$ cat src/rtl/riscv_defs.sv
// Shared definitions for the instruction cache: geometry, FSM states and address layout.
package riscv_defs;

    localparam int unsigned ICACHE_INDEX_BITS  = 4;
    localparam int unsigned ICACHE_OFFSET_BITS = 2;
    localparam int unsigned ICACHE_TAG_BITS    = 32 - 2 - ICACHE_OFFSET_BITS - ICACHE_INDEX_BITS;
    localparam int unsigned ICACHE_LINES       = 1 << ICACHE_INDEX_BITS;
    localparam int unsigned ICACHE_LINE_WORDS  = 1 << ICACHE_OFFSET_BITS;

    typedef enum logic {
        IC_IDLE = 1'b0,
        IC_FILL = 1'b1
    } ic_state_e;

    // One cache line, word 0 at the lowest address
    typedef logic [ICACHE_LINE_WORDS-1:0][31:0] ic_line_t;

    // Fetch address viewed as tag / index / word-in-line / byte-in-word
    typedef struct packed {
        logic [ICACHE_TAG_BITS-1:0]    tag;
        logic [ICACHE_INDEX_BITS-1:0]  index;
        logic [ICACHE_OFFSET_BITS-1:0] word;
        logic [1:0]                    byte_off;
    } ic_addr_t;

    function automatic ic_addr_t ic_split(input logic [31:0] pc);
        return ic_addr_t'(pc);
    endfunction

endpackage

$ cat src/rtl/icache_array.sv
// Tag, valid and data storage: combinational read by index, synchronous whole-line write.
module icache_array
    import riscv_defs::*;
(
    input  logic                         clk_in,
    input  logic                         rst_in,
    input  logic [ICACHE_INDEX_BITS-1:0] rd_index_i,
    output logic                         rd_valid_o,
    output logic [ICACHE_TAG_BITS-1:0]   rd_tag_o,
    output ic_line_t                     rd_line_o,
    input  logic                         wr_en_i,
    input  logic [ICACHE_INDEX_BITS-1:0] wr_index_i,
    input  logic [ICACHE_TAG_BITS-1:0]   wr_tag_i,
    input  ic_line_t                     wr_line_i
);

    logic [ICACHE_LINES-1:0]    valid_q;
    logic [ICACHE_TAG_BITS-1:0] tag_q  [ICACHE_LINES];
    ic_line_t                   data_q [ICACHE_LINES];

    // Valid bits: cleared by reset, set when a line is installed
    always_ff @(posedge clk_in) begin
        if (rst_in) begin
            valid_q <= '0;
        end else if (wr_en_i) begin
            valid_q[wr_index_i] <= 1'b1;
        end
    end

    // Tag and data storage; contents are meaningless until the valid bit is set
    always_ff @(posedge clk_in) begin
        if (wr_en_i) begin
            tag_q[wr_index_i]  <= wr_tag_i;
            data_q[wr_index_i] <= wr_line_i;
        end
    end

    assign rd_valid_o = valid_q[rd_index_i];
    assign rd_tag_o   = tag_q[rd_index_i];
    assign rd_line_o  = data_q[rd_index_i];

endmodule

$ cat src/rtl/icache.sv
// Direct-mapped instruction cache: 1-cycle hits, blocking line fills from the memory controller.
module icache
    import riscv_defs::*;
(
    input  logic        clk_in,
    input  logic        rst_in,
    input  logic        rdy_in,
    input  logic        fetch_req,
    input  logic [31:0] fetch_pc,
    input  logic        fetch_clear,
    output logic        fetch_ready,
    output logic [31:0] fetch_inst,
    output logic        mc_query_en,
    output logic [31:0] mc_query_addr,
    input  logic        mc_result_en,
    input  logic [31:0] mc_result_data
);

    localparam int unsigned CNT_BITS  = ICACHE_OFFSET_BITS + 1;
    localparam int unsigned LINE_LSBS = 2 + ICACHE_OFFSET_BITS;
    localparam logic [CNT_BITS-1:0] CNT_LAST = CNT_BITS'(ICACHE_LINE_WORDS - 1);

    ic_state_e                     state_q;
    logic [CNT_BITS-1:0]           cnt_q;
    logic [ICACHE_OFFSET_BITS-1:0] word_q;
    logic                          cancel_q;
    ic_line_t                      fill_buf_q;

    ic_addr_t                      req_a;
    logic                          rd_valid;
    logic [ICACHE_TAG_BITS-1:0]    rd_tag;
    ic_line_t                      rd_line;
    logic                          hit_c;
    logic                          install_c;
    ic_line_t                      fill_line_c;
    logic                          unused_byte_off;

    assign req_a           = ic_split(fetch_pc);
    assign hit_c           = rd_valid && (rd_tag == req_a.tag);
    assign unused_byte_off = ^req_a.byte_off;

    // Line being installed: buffered words plus the word arriving this cycle
    always_comb begin
        fill_line_c = fill_buf_q;
        fill_line_c[cnt_q[ICACHE_OFFSET_BITS-1:0]] = mc_result_data;
    end

    assign install_c = !rst_in && rdy_in && (state_q == IC_FILL)
                       && mc_result_en && (cnt_q == CNT_LAST);

    icache_array u_array (
        .clk_in     (clk_in),
        .rst_in     (rst_in),
        .rd_index_i (req_a.index),
        .rd_valid_o (rd_valid),
        .rd_tag_o   (rd_tag),
        .rd_line_o  (rd_line),
        .wr_en_i    (install_c),
        .wr_index_i (mc_query_addr[LINE_LSBS +: ICACHE_INDEX_BITS]),
        .wr_tag_i   (mc_query_addr[31 -: ICACHE_TAG_BITS]),
        .wr_line_i  (fill_line_c)
    );

    // Lookup / fill FSM with registered fetch and memory-request outputs
    always_ff @(posedge clk_in) begin
        if (rst_in) begin
            state_q       <= IC_IDLE;
            cnt_q         <= '0;
            word_q        <= '0;
            cancel_q      <= 1'b0;
            fill_buf_q    <= '0;
            fetch_ready   <= 1'b0;
            fetch_inst    <= '0;
            mc_query_en   <= 1'b0;
            mc_query_addr <= '0;
        end else if (rdy_in) begin
            fetch_ready <= 1'b0;
            case (state_q)
                IC_IDLE: begin
                    cancel_q <= 1'b0;
                    // The cycle carrying a ready pulse never accepts a new request
                    if (fetch_req && !fetch_clear && !fetch_ready) begin
                        if (hit_c) begin
                            fetch_ready <= 1'b1;
                            fetch_inst  <= rd_line[req_a.word];
                        end else begin
                            mc_query_en   <= 1'b1;
                            mc_query_addr <= {fetch_pc[31:LINE_LSBS], LINE_LSBS'(0)};
                            word_q        <= req_a.word;
                            cnt_q         <= '0;
                            state_q       <= IC_FILL;
                        end
                    end
                end
                IC_FILL: begin
                    if (fetch_clear) begin
                        cancel_q <= 1'b1;
                    end
                    if (mc_result_en) begin
                        fill_buf_q[cnt_q[ICACHE_OFFSET_BITS-1:0]] <= mc_result_data;
                        cnt_q <= cnt_q + CNT_BITS'(1);
                        if (cnt_q == CNT_LAST) begin
                            mc_query_en <= 1'b0;
                            state_q     <= IC_IDLE;
                            // Forward the requested word from the assembled line
                            if (!cancel_q && !fetch_clear) begin
                                fetch_ready <= 1'b1;
                                fetch_inst  <= fill_line_c[word_q];
                            end
                        end
                    end
                end
                default: state_q <= IC_IDLE;
            endcase
        end
    end

endmodule

$ cat config.mk
export PLATFORM = sky130hd
export DESIGN_NAME = icache
export DESIGN_NICKNAME = d
export VERILOG_FILES = /design/src/rtl/riscv_defs.sv /design/src/rtl/icache_array.sv /design/src/rtl/icache.sv
export SDC_FILE = /design/constraint.sdc
export NUM_CORES = 2
export LEC_CHECK = 0
export CAP_MARGIN = 10
export CORE_UTILIZATION = 46
export CTS_CLUSTER_DIAMETER = 80
export DETAILED_ROUTE_END_ITERATION = 8
export SYNTH_ARGS = -nofsm -noshare
export SYNTH_HDL_FRONTEND = slang
export SYNTH_SLANG_ARGS = --single-unit
$ cat constraint.sdc
create_clock -name clk_in -period 24.1 [get_ports clk_in]
set_input_delay 4.82 -clock clk_in [delete_from_list [all_inputs] [get_ports clk_in]]
set_output_delay 4.82 -clock clk_in [all_outputs]
set_load 0.02 [all_outputs]
==> summary.md <==
| Metric | Value |
|---|---|
| Worst-Skew Late Latency | `0.93 ns` |
| Share of synthesized area spent on multiplexers | `19.1%` |
| Per-cell routed wire length | `30.9 µm` |
| Gp weighted congestion | `0.740` |
| Number of global-route vias before repair | `50902` |
| Final Cycle Share | `41.6%` |
| Setup Crit Path Kind | `in -> reg` |
| Main synth FF type | `sky130_fd_sc_hd__edfxtp_1` |
| Unrepaired setup endpoints after global routing | `false` |
| Yosys cell types | `60` |
| Share of the synthesized netlist area taken by xor and xnor gates | `0.187%` |
| Total CTS buffers | `283` |
| Number of hold violations in the final report | `0` |
| Count of max-cap constraint violations | `0` |
| Share of the synthesized area in compound gates (AO/OA/AOI/OAI) | `2.22%` |
| Adder-cell share of the synthesized area | `0.0607%` |
| Layout Nets | `5104` |
| Aggregate global-route resource usage | `22.7%` |
| HPWL after detailed placement | `126000 µm` |
| Leakage power | `37.9 nW` |
| Area of the core | `0.223 mm²` |
| Sum of internal, switching and leakage power | `0.00948 W` |
| IR drop worst, VDD | `0.0822 mV` |
| Number of synthesized flops with an enable pin | `2432` |
| Element type at the critical path end | `flop` |
| Multi-input gate area | `0.0240 mm²` |
| Summed negative setup slack over all endpoints | `0 ns` |
| Wire length of the first global-routing pass | `365000 µm` |
| Number of antenna violations at the first check in global routing | `13` |
| TritonCTS clock tree | `yes` |
| Leftover overflow at the end of global routing | `0` |
| Main combinational cell family by area after synthesis | `multiplexers` |
| Critical path fanouts, max | `64` |
| Die ar. | `0.226 mm²` |
| Post-DP Area | `0.108 mm²` |
| Critical path required time | `24.92 ns` |
| Startpoint type of the worst setup path | `input pin` |
| Final non-filler cell area | `0.117 mm²` |
| Most frequent standard cell in the layout excluding fill and tap cells | `sky130_fd_sc_hd__edfxtp_1` |
| Highest clock frequency the design can meet | `0.0997 GHz` |
| Relative slew slack | `26.0%` |
| Post-synthesis sequential element count | `2645` |
| Post-CTS Resized | `0` |
| Synthesized instance count | `4801` |
| DR vias | `49587` |
| Effective utilization at floorplan | `46.3%` |
| Endpoint arrival time on the critical path | `10.86 ns` |
| Outcome | `finished, final reports clean` |
| Sequential cell area in the final layout | `0.0773 mm²` |
| Ratio of routed vias to standard cells | `6.04` |
| Number of fill cells in the layout | `17378` |
| Number of hold-repair buffers added at the cts stage | `0` |
| Library cell used as clock root buffer | `sky130_fd_sc_hd__clkbuf_16` |
| Max Slew Vio Count | `0` |
| Post-route DRC | `0` |
| Worst-case clock skew | `0.0430 ns` |
| Count of buffers added by post-CTS timing repair for setup | `0` |
| DRC violation total after the first TritonRoute iteration | `4993` |
| Signed area change from the synthesized netlist to the final layout | `13.0%` |
| Worst hold-check slack | `0.461 ns` |
| Drt pass-1 iters | `6` |
| Register clock-pin slew on the reported worst setup and hold paths | `0.06 ns` |
| Routed Antenna Nets | `0` |
| Worst Tran Pin Value | `1.11 ns` |
| CTS H-tree depth | `5` |
| Share of flip-flops with an asynchronous set or reset | `0%` |
| Maximum clock insertion buffer count | `4` |
| Number of warnings issued by yosys | `0` |
| Tightest Hold Check Type | `reg -> reg` |
| Placement row count | `173` |
| Clock period minus final worst setup slack | `10.03 ns` |
| Input/output buffers | `129` |
| Top-level I/O count | `136` |
| Areal power density over the cells | `81.4 mW/mm²` |
| Share of cells above drive strength 1 | `24.8%` |
| Sum of routed wire length over all layers | `254000 µm` |
| Sequential fraction of the synthesis area | `74.9%` |
| Number of setup violations in the final report | `0` |
| Sinks on the clock net | `2645` |
| Post-synthesis area per instance | `21.5 µm²` |
| Die height | `476 µm` |
| Basic-gate share of the synthesized area counting and, or, nand and nor cells | `1.56%` |
| Pin count of the biggest net entering global routing | `203` |
| Post-Syn Area | `0.103 mm²` |
| Most frequent cells in the layout | `sky130_fd_sc_hd__edfxtp_1, sky130_fd_sc_hd__mux4_2, sky130_fd_sc_hd__clkbuf_16` |
| Chip width | `476 µm` |
-- Yosys cell counts (all sizes together) (4+ instances only) --
master	number	area share, %
mux2i	197	1.9
edfxtp	2432	71
buf	163	0.85
nand4	4	0.024
o21ba	5	0.049
clkbuf	134	0.49
xnor2	14	0.12
nor2	209	0.76
nand2	18	0.066
dfxtp	213	4.1
ha	5	0.061
o211ai	4	0.029
nor3	12	0.058
a221oi	5	0.042
a211o	4	0.034
nand4b	28	0.24
xor2	8	0.068
nand2b	39	0.24
a211oi	162	1.2
o21ai	31	0.15
a22oi	9	0.066
mux4	782	17
mux2	7	0.076
o22ai	16	0.097
inv	171	0.62
a21oi	75	0.36
nor2b	6	0.036
nand3	5	0.024
-- stage by stage --
| stage | worst slack [ns] | util [%] | instances |
|---|---|---|---|
| after global routing | 13.71 | 52.4 | 8214 |
| after floorplan | 7.05 | - | 4804 |
| after global placement | 13.09 | 48.5 | 7719 |
| after detailed placement | 13.07 | 48.5 | 7719 |
| final | 14.07 | 52.4 | 8214 |
| after CTS | 14.04 | 52.4 | 8211 |
-- power by group --
part | total [W] | leakage [nW] | switching, W | internal, W
logic | 0.000409 | 9.07 | 0.000228 | 0.000181
clock network | 0.00407 | 4.21 | 0.00169 | 0.00238
registers | 0.00501 | 24.6 | 0.0000132 | 0.00499
total | 0.00948 | 37.9 | 0.00193 | 0.00755
-- final timing paths --
| kind | start | endpoint | slack [ns] | cells after the start |
|---|---|---|---|---|
| worst max-delay path | fetch_pc[4] | fetch_inst[14]$_SDFFE_PP0P_ | 14.07 | 13 |
| worst min-delay path | fetch_inst[16]$_SDFFE_PP0P_ | fetch_inst[16]$_SDFFE_PP0P_ | 0.46 | 2 |
| worst max register to register | cnt_q[0]$_SDFFE_PP0P_ | u_array.data_q[11][122]$_DFFE_PP_ | 18.63 | 8 |
| worst min register to register | fetch_inst[16]$_SDFFE_PP0P_ | fetch_inst[16]$_SDFFE_PP0P_ | 0.46 | 2 |
-- critical path, cell delays in order --
cell	delay [ns]
sky130_fd_sc_hd__buf_8	0.54
sky130_fd_sc_hd__buf_4	0.80
sky130_fd_sc_hd__buf_4	0.86
sky130_fd_sc_hd__nor2_1	0.24
sky130_fd_sc_hd__a221o_1	0.41
sky130_fd_sc_hd__a311oi_1	0.35
sky130_fd_sc_hd__o211ai_1	0.18
sky130_fd_sc_hd__nor4_1	0.87
sky130_fd_sc_hd__nand4_1	0.21
sky130_fd_sc_hd__buf_4	0.30
sky130_fd_sc_hd__and2_2	0.35
sky130_fd_sc_hd__buf_4	0.31
sky130_fd_sc_hd__a211oi_1	0.33
-- metal layers --
metal / vias to the layer above / share of wire, % / track usage, %
met2: 1627 / 50 / 37.6
li1: 20431 / - / -
met5: - / 0 / 0
met4: 0 / 1.8 / 5.08
met3: 293 / 5.9 / 3.51
met1: 27236 / 42 / 31.7
-- layout make-up --
class	count	area share [%]
Inverter	171	0.557
Multi-Input combinational cell	1691	20.6
Tap cell	2975	3.20
Sequential cell	2645	66.4
Clock inverter	92	0.522
Clock buffer	400	6.85
Antenna cell	3	0.00644
Timing Repair Buffer	237	1.90
-- cell families after synthesis --
| family | after synthesis |
|---|---|
| DFF | 2645 |
| muxes | 986 |
| buffers and inverters | 468 |
| and+or+nand+nor | 338 |
| AOI/OAI and AO/OA | 336 |
| xor gates and xnor gates | 22 |
| adders and majority gates | 5 |
| other | 1 |
-- state kept, by name, indices dropped and copies added, names as in the netlist --
| name | count |
|---|---|
| fetch_ready | 1 |
| word_q | 2 |
| mc_query_addr | 28 |
| cnt_q | 3 |
| u_array.valid_q | 16 |
| u_array.tag_q | 384 |
| fetch_inst | 32 |
| state_q | 1 |
| u_array.data_q | 2048 |
| mc_query_en | 1 |
| fill_buf_q | 128 |
| cancel_q | 1 |
(Power assumes the default switching activity.)
